===== src/rtl/pipe_ctrl_pkg.sv =====
// Shared encodings for the pipeline controller: stall vectors, sequencer states,
// the ERET exception code and reset polarity.
package pipe_ctrl_pkg;

  localparam logic [5:0]  STALL_NONE = 6'b000000;
  localparam logic [5:0]  STALL_ID   = 6'b000111;
  localparam logic [5:0]  STALL_EX   = 6'b001111;

  localparam logic [31:0] EXC_ERET   = 32'h0000_000e;
  localparam logic [31:0] ZERO_WORD  = 32'h0000_0000;
  localparam logic        RST_ENABLE = 1'b1;

  typedef enum logic {
    IDLE = 1'b0,
    RUN  = 1'b1
  } mc_state_t;

endpackage


===== src/rtl/pipe_mc_seq.sv =====
// Multi-cycle EX op sequencer: IDLE/RUN FSM with a remaining-cycle count and
// the phase index reported to EX.
module pipe_mc_seq
  import pipe_ctrl_pkg::*;
#(
  parameter int MC_CNT_W = 6
) (
  input  logic                clk,
  input  logic                rst,
  input  logic                req,
  input  logic [MC_CNT_W-1:0] cycles,
  input  logic                abort,
  output logic                busy,
  output logic                done,
  output logic [MC_CNT_W-1:0] phase_out,
  output logic                stall_req
);

  mc_state_t           state, state_n;
  logic [MC_CNT_W-1:0] cnt, cnt_n;
  logic [MC_CNT_W-1:0] phase, phase_n;

  always_ff @(posedge clk) begin
    if (rst == RST_ENABLE) begin
      state <= IDLE;
      cnt   <= '0;
      phase <= '0;
    end else begin
      state <= state_n;
      cnt   <= cnt_n;
      phase <= phase_n;
    end
  end

  always_comb begin
    state_n   = state;
    cnt_n     = cnt;
    phase_n   = phase;
    busy      = 1'b0;
    done      = 1'b0;
    stall_req = 1'b0;
    phase_out = phase;
    case (state)
      IDLE: begin
        if (req) begin
          if (cycles > MC_CNT_W'(1)) begin
            // cnt holds the RUN cycles still to go after the next one
            stall_req = 1'b1;
            state_n   = RUN;
            cnt_n     = cycles - MC_CNT_W'(2);
            phase_n   = MC_CNT_W'(1);
          end else begin
            done = 1'b1;
          end
        end
      end
      RUN: begin
        busy = 1'b1;
        if (!req) begin
          state_n = IDLE;
          cnt_n   = '0;
          phase_n = '0;
        end else if (cnt != '0) begin
          stall_req = 1'b1;
          cnt_n     = cnt - MC_CNT_W'(1);
          phase_n   = phase + MC_CNT_W'(1);
        end else begin
          done    = 1'b1;
          state_n = IDLE;
          cnt_n   = '0;
          phase_n = '0;
        end
      end
      default: begin
        state_n = IDLE;
        cnt_n   = '0;
        phase_n = '0;
      end
    endcase
    if (abort) begin
      state_n = IDLE;
      cnt_n   = '0;
      phase_n = '0;
    end
  end

endmodule


===== src/rtl/pipe_ctrl.sv =====
// Central pipeline controller: merges ID/EX stall requests into the per-stage hold
// vector and owns the multi-cycle sequencer. Exception flush/redirect: PIPE_CTRL_EXC_EN.
module pipe_ctrl
  import pipe_ctrl_pkg::*;
#(
  parameter int          MC_CNT_W   = 6,
  parameter logic [31:0] EXC_VECTOR = 32'h0000_0020
) (
  input  logic                clk,
  input  logic                rst,
  input  logic                stallreq_id_i,
  input  logic                mc_req_i,
  input  logic [MC_CNT_W-1:0] mc_cycles_i,
  input  logic [31:0]         excepttype_i,
  input  logic [31:0]         cp0_epc_i,
  output logic [5:0]          stall_o,
  output logic                mc_busy_o,
  output logic [MC_CNT_W-1:0] mc_phase_o,
  output logic                mc_done_o,
  output logic                flush_o,
  output logic [31:0]         new_pc_o
);

  logic                exc;
  logic [31:0]         exc_pc;
  logic                seq_busy;
  logic                seq_done;
  logic [MC_CNT_W-1:0] seq_phase;
  logic                seq_stall;

`ifdef PIPE_CTRL_EXC_EN
  assign exc    = (excepttype_i != ZERO_WORD);
  assign exc_pc = (excepttype_i == EXC_ERET) ? cp0_epc_i : EXC_VECTOR;
`else
  logic unused_exc_inputs;
  assign unused_exc_inputs = ^{excepttype_i, cp0_epc_i, EXC_VECTOR};
  assign exc    = 1'b0;
  assign exc_pc = ZERO_WORD;
`endif

  pipe_mc_seq #(
    .MC_CNT_W (MC_CNT_W)
  ) u_mc_seq (
    .clk       (clk),
    .rst       (rst),
    .req       (mc_req_i),
    .cycles    (mc_cycles_i),
    .abort     (exc),
    .busy      (seq_busy),
    .done      (seq_done),
    .phase_out (seq_phase),
    .stall_req (seq_stall)
  );

  // Priority merge: flush beats the EX sequencer, which beats the ID hazard.
  always_comb begin
    stall_o    = STALL_NONE;
    mc_busy_o  = 1'b0;
    mc_phase_o = '0;
    mc_done_o  = 1'b0;
    flush_o    = 1'b0;
    new_pc_o   = ZERO_WORD;
    if (rst != RST_ENABLE) begin
      mc_busy_o  = seq_busy;
      mc_phase_o = seq_phase;
      mc_done_o  = seq_done;
      if (exc) begin
        flush_o  = 1'b1;
        new_pc_o = exc_pc;
      end else if (seq_stall) begin
        stall_o = STALL_EX;
      end else if (stallreq_id_i) begin
        stall_o = STALL_ID;
      end
    end
  end

endmodule


===== config.mk =====
export PLATFORM = sky130hd
export DESIGN_NAME = pipe_ctrl
export DESIGN_NICKNAME = d
export VERILOG_FILES = /design/src/rtl/pipe_ctrl_pkg.sv /design/src/rtl/pipe_mc_seq.sv /design/src/rtl/pipe_ctrl.sv
export SDC_FILE = /design/constraint.sdc
export NUM_CORES = 1
export LEC_CHECK = 0
export BUFFER_PORTS_ARGS = -buffer_cell sky130_fd_sc_hd__buf_2
export CAP_MARGIN = 20
export CORE_MARGIN = 2
export CORE_UTILIZATION = 30
export DETAILED_ROUTE_END_ITERATION = 8
export HOLD_SLACK_MARGIN = 0.08
export PLACE_DENSITY = 0.77
export SLEW_MARGIN = 10
export SYNTH_ARGS = -nofsm -noshare
export SYNTH_HDL_FRONTEND = slang
export SYNTH_SLANG_ARGS = --single-unit

===== constraint.sdc =====
create_clock -name clk -period 1.9 [get_ports clk]
set_clock_uncertainty 0.05 [all_clocks]
set_input_delay 0.285 -clock clk [delete_from_list [all_inputs] [get_ports clk]]
set_output_delay 0.285 -clock clk [all_outputs]
set_load 0.02 [all_outputs]

# Word-level counts from Yosys, hierarchy flattened

Index checks and enable logic that the tools add are counted.

Word-level logic and storage cells: 39
Bits of input ports: 74
Output and inout port bits: 47
Register bits: 13

$lt $le $gt $ge: 1
Equal/unequal tests: 2
Bitwise operators: 1
Reduce and logical (&&, ||, !) cells: 2
Add/sub/neg operators: 3
Mux-type cells: 27

Operators with widths:

| operator            | number |
|---|---|
| $mux 6              | 10 |
| $pmux 6 s2          | 2 |
| $mux 1              | 11 |
| $add 6x1->6 const B | 1 |
| $gt 6x1->1 const B  | 1 |
| $reduce_bool 6->1   | 1 |
| $sub 6x1->6 const B | 1 |
| $sub 6x2->6 const B | 1 |
| $mux 4              | 1 |
| $pmux 1 s2          | 2 |
| $mux 3              | 1 |
| $ne 2x1->1 const B  | 1 |
| $ne 2x2->1 const B  | 1 |
| $reduce_and 2->1    | 1 |
| $not 1->1           | 1 |

# Longest topological paths before layout

Word-level depth: 6
Mapped depth: 7

# Modules after synthesis

Synthesis repeated with hierarchy kept, for this count alone.

Cells, all modules: 153
Area total of the unflattened synthesis: 1238.7 µm²

Modules (own cells, without submodules):

| module      | area an instance (µm²) | sequential area each (µm²) | times used | cells an instance |
|---|---|---|---|---|
| pipe_mc_seq | 868.3                  | 260.2                      | 1          | 105 |
| pipe_ctrl   | 370.4                  | 0.0                        | 1          | 48 |

# Worst setup path before layout

OpenSTA, ideal clock, no wires.

Kind: flip-flop to output port
Start: register u_mc_seq.cnt[0]
End: output stall_o[1]
Path slack: -272 ps
Cell stages (with the launch flop): 8
Data arrival time: 1837 ps
Cell sequence: dfxtp_1 inv_1 ha_1 inv_1 nor2_1 a211oi_1 a21o_1 buf_4

Cells in the longest elaborated chain, start to end: 6

Ends and longest elaborated chain:

| what                     | line              | RTL |
|---|---|---|
| start: declaration       | pipe_mc_seq.sv:20 | `logic [MC_CNT_W-1:0] cnt, cnt_n;` |
| start signal: assignment | pipe_mc_seq.sv:30 | `cnt <= cnt_n;` |
| $reduce_bool 6->1        | pipe_mc_seq.sv:63 | `end else if (cnt != '0) begin` |
| $mux 1                   | pipe_mc_seq.sv:63 |  |
| $mux 1                   | pipe_mc_seq.sv:59 | `if (!req) begin` |
| $pmux 1 s2               | pipe_mc_seq.sv:43 | `case (state)` |
| $mux 4                   | pipe_ctrl.sv:70   | `end else if (seq_stall) begin` |
| $mux 6                   | pipe_ctrl.sv:63   | `if (rst != RST_ENABLE) begin` |
| end: declaration         | pipe_ctrl.sv:16   | `output logic [5:0] stall_o,` |

Every way passes these cells.

# Final worst setup path

Start: register u_mc_seq.cnt[5]
End: output stall_o[2]

Same word-level chain as after synthesis.

==> metrics.txt <==
status=complete, but fails checks; failing checks=setup timing; first-pass GRT wire length=3690 µm; IO buf count=21; sequential power share=35.4%; Hold Vio Cnt, Final=0; die area=about 0.0044 mm²; fin worst setup slack=-137 ps; Non-Filler Instances=225; Mapped Area=0.00117 mm²; yosys warns=0; GP Congestion=approximately 0.75; end of the worst register-to-register path=u_mc_seq.phase_out[3]; die width=about 67 µm; initial core utilization=31.5%; area of the multi-input gates=737 µm²; maximum VDD drop=264 µV; CP max FO=3; Std-Cell Rows=22; GRT Total Usage=10.8%; Area Overhead vs Synth=12.9%; met1 Usage GRT=14.5%; R2R depth=5; r2r setup slk=roughly 40 ps; RSZ-0062 raised after global routing=yes; global routing's busiest layer=met2; Gate power share=between 30% and 40%; met2 Track Usage GR=16.3%; H-tree Lvls=1; WL per Instance=roughly 11 µm; DRT Wirelength=2370 µm; vias per cell=4.58; DR DRC count=0; hold_buf cts=0; antenna diode count=0; Die Y=about 67 µm; critical path launch point=u_mc_seq.cnt[5]; FF+latch count, synth=13; CTS tree=built; Sequential Area=approximately 260 µm²; Cells after Synth=150; Sw Pwr=approximately 310 µW; Worst-Skew Late Latency=around 250 ps; syn avg cell area=approximately 7.8 µm²; via count=1030; max-slew violations=0; Achievable Freq=0.491 GHz; antenna violations before repair=0; Tmin final=2040 ps; final setup fails=4; critical path required time=1560 ps; TritonCTS buffer count=3; Arrival @ worst endpoint=1700 ps; Max Cap Viol=0; drt pass-1 iters=4; largest cells by area after synthesis=buf_4, dfxtp_1, ha_1; number of instances in the placed design=219; I/O Pins=between 100 and 150; ys flop type=dfxtp_1; Tot Pwr=852 µW; Yosys top cell by area=buf_4; sw frac=36.9%; largest net degree at the start of global routing=17; post-synthesis sequential area ratio=22.2%; fillers=just over 400; met3 Use GR=3.38%; HPWL Detailed=1820 µm; core area=0.00372 mm²; FF-to-FF Start=u_mc_seq.cnt[5]; total global routing overflow=0; layout cells sized above 1=25.4%; Post-synth EDFFs=0; Worst setup EP type=output port; Power Internal=between 500 and 600 µW; type of the most critical hold path=in2reg; share of the synthesized area in the top cell type=23.7%; Tcrit/Tclk final=107%; Synth cell types=between 40 and 50; Worst-path clk slew=60 ps; Iter 0 DRT Violations=54; CP Launch Type=register; CTS Root Cell=clkbuf_8; Clock Path Buffers=2; number of global-route vias before repair=between 800 and 900; P_leak=around 0.00062 µW; CTS Sinks=13; power density over cell area=about 640 mW/mm²; worst setup path endpoint=stall_o[2]; Clock Power Share=30.1%; Synth async-reset ratio=0%; post-route ant nets=0; Final #Nets=approximately 260; crit path kind=reg2out
[layer usage]
metal  up-vias  part of all wire (%)  wire [µm]
li1        510                     -          -
met1       462                    45       1070
met2        53                    43       1020
met3         5                    11        252
met4         0                   1.2         29
met5         -                     0          0
[worst max-delay path, cell delays in order (launching register included)]
cell and delay, ps:
dfxtp_2 320, or4_4 550, nor2_4 160, a211oi_4 80
a21o_1 180, buf_2 160
[final cells by class]
type / count / area share [%]
clock buffer: 3 / 3.12
clock inverter: 1 / 0.378
inverter: 11 / 3.12
multi-input combinational: 119 / 55.7
sequential: 13 / 19.8
tap: 48 / 4.54
timing repair buffer: 30 / 13.4
[worst min-delay path by stage]
stage | startpoint | endpoint | slack (ps) | depth (start not counted)
final | mc_cycles_i[1] | u_mc_seq.cnt[1] | 300 | 4
after global placement | u_mc_seq.cnt[3] | u_mc_seq.cnt[3] | 450 | 2
after global routing | mc_cycles_i[1] | u_mc_seq.cnt[1] | 370 | 4
after detailed placement | u_mc_seq.cnt[3] | u_mc_seq.cnt[3] | 460 | 2
after CTS | mc_cycles_i[1] | u_mc_seq.cnt[1] | 300 | 4
after floorplan | u_mc_seq.cnt[3] | u_mc_seq.cnt[3] | 420 | 2
[cells by family (layout without fill, tap and decap cells)]
kind of cell,count (synthesis),in the layout,share of synthesized area (%)
buf+inv,52,45,29.1
simple gates,42,42,19.7
compound gates,34,34,21.3
flops,13,13,22.2
fa+ha+maj,4,4,4.27
xor+xnor,4,4,2.99
other cells,1,35,0.320
[placed cells by master (no fill, tap or decap), drive strengths merged, types with 2 or more instances in the layout]
master	n
or3	3
inv	11
nor3	4
nor2b	6
nor2	7
o32ai	2
ha	4
a221o	3
nand2	7
conb	35
clkbuf	3
dfxtp	13
xnor2	3
buf	30
nand3	3
a211oi	4
and3	2
a21oi	3
a22oi	2
o21ai	9
a221oi	2
or4	2
nor3b	3
o21a	2
[cells in the mapped netlist (2+ instances only)]
library cell and n:
clkbuf_1 2, nand2_1 7, nand3_1 3, o32ai_1 2
o21a_1 2, dfxtp_1 13, and3_1 2, or3_1 3
nor2_1 7, nor3_1 4, ha_1 4, nor2b_1 6
xnor2_1 3, a211oi_1 4, a22oi_1 2, buf_4 37
a21oi_1 3, a221o_1 2, nor3b_1 3, inv_1 11
a221oi_1 2, o21ai_0 8
[per-stage QoR]
stage	util [%]	worst slack (ps)	instance area, µm²	TNS, ps	hold WS [ps]
6_report	35.6	-137	1320	-528	297
5_1_grt	35.6	-200	1320	-832	366
4_1_cts	35.4	-162	1320	-621	298
3_5_place_dp	33.5	47.0	1250	0	463
3_3_place_gp	33.5	71.5	1250	0	450
2_1_floorplan	-	3.85	1330	0	424
[power groups by stage]
stage	logic, µW	registers (µW)	clock network (µW)
floorplan	273	305	0
global placement	271	307	0
detailed placement	274	308	0
CTS	287	301	263
global route	323	303	274
finish	294	301	256
[sequential cells by signal (all words and copies together), names as in the netlist]
| name | count |
|---|---|
| u_mc_seq.cnt | 6 |
| u_mc_seq.phase_out | 6 |
| u_mc_seq.state | 1 |
[what timing repair did]
item	CTS	global route
resized for setup	4	3
pin swaps	3	2
gates cloned	0	0
setup endpoints to repair	5	8
setup buffers	2	0
Power figures use the tool's default switching activity.
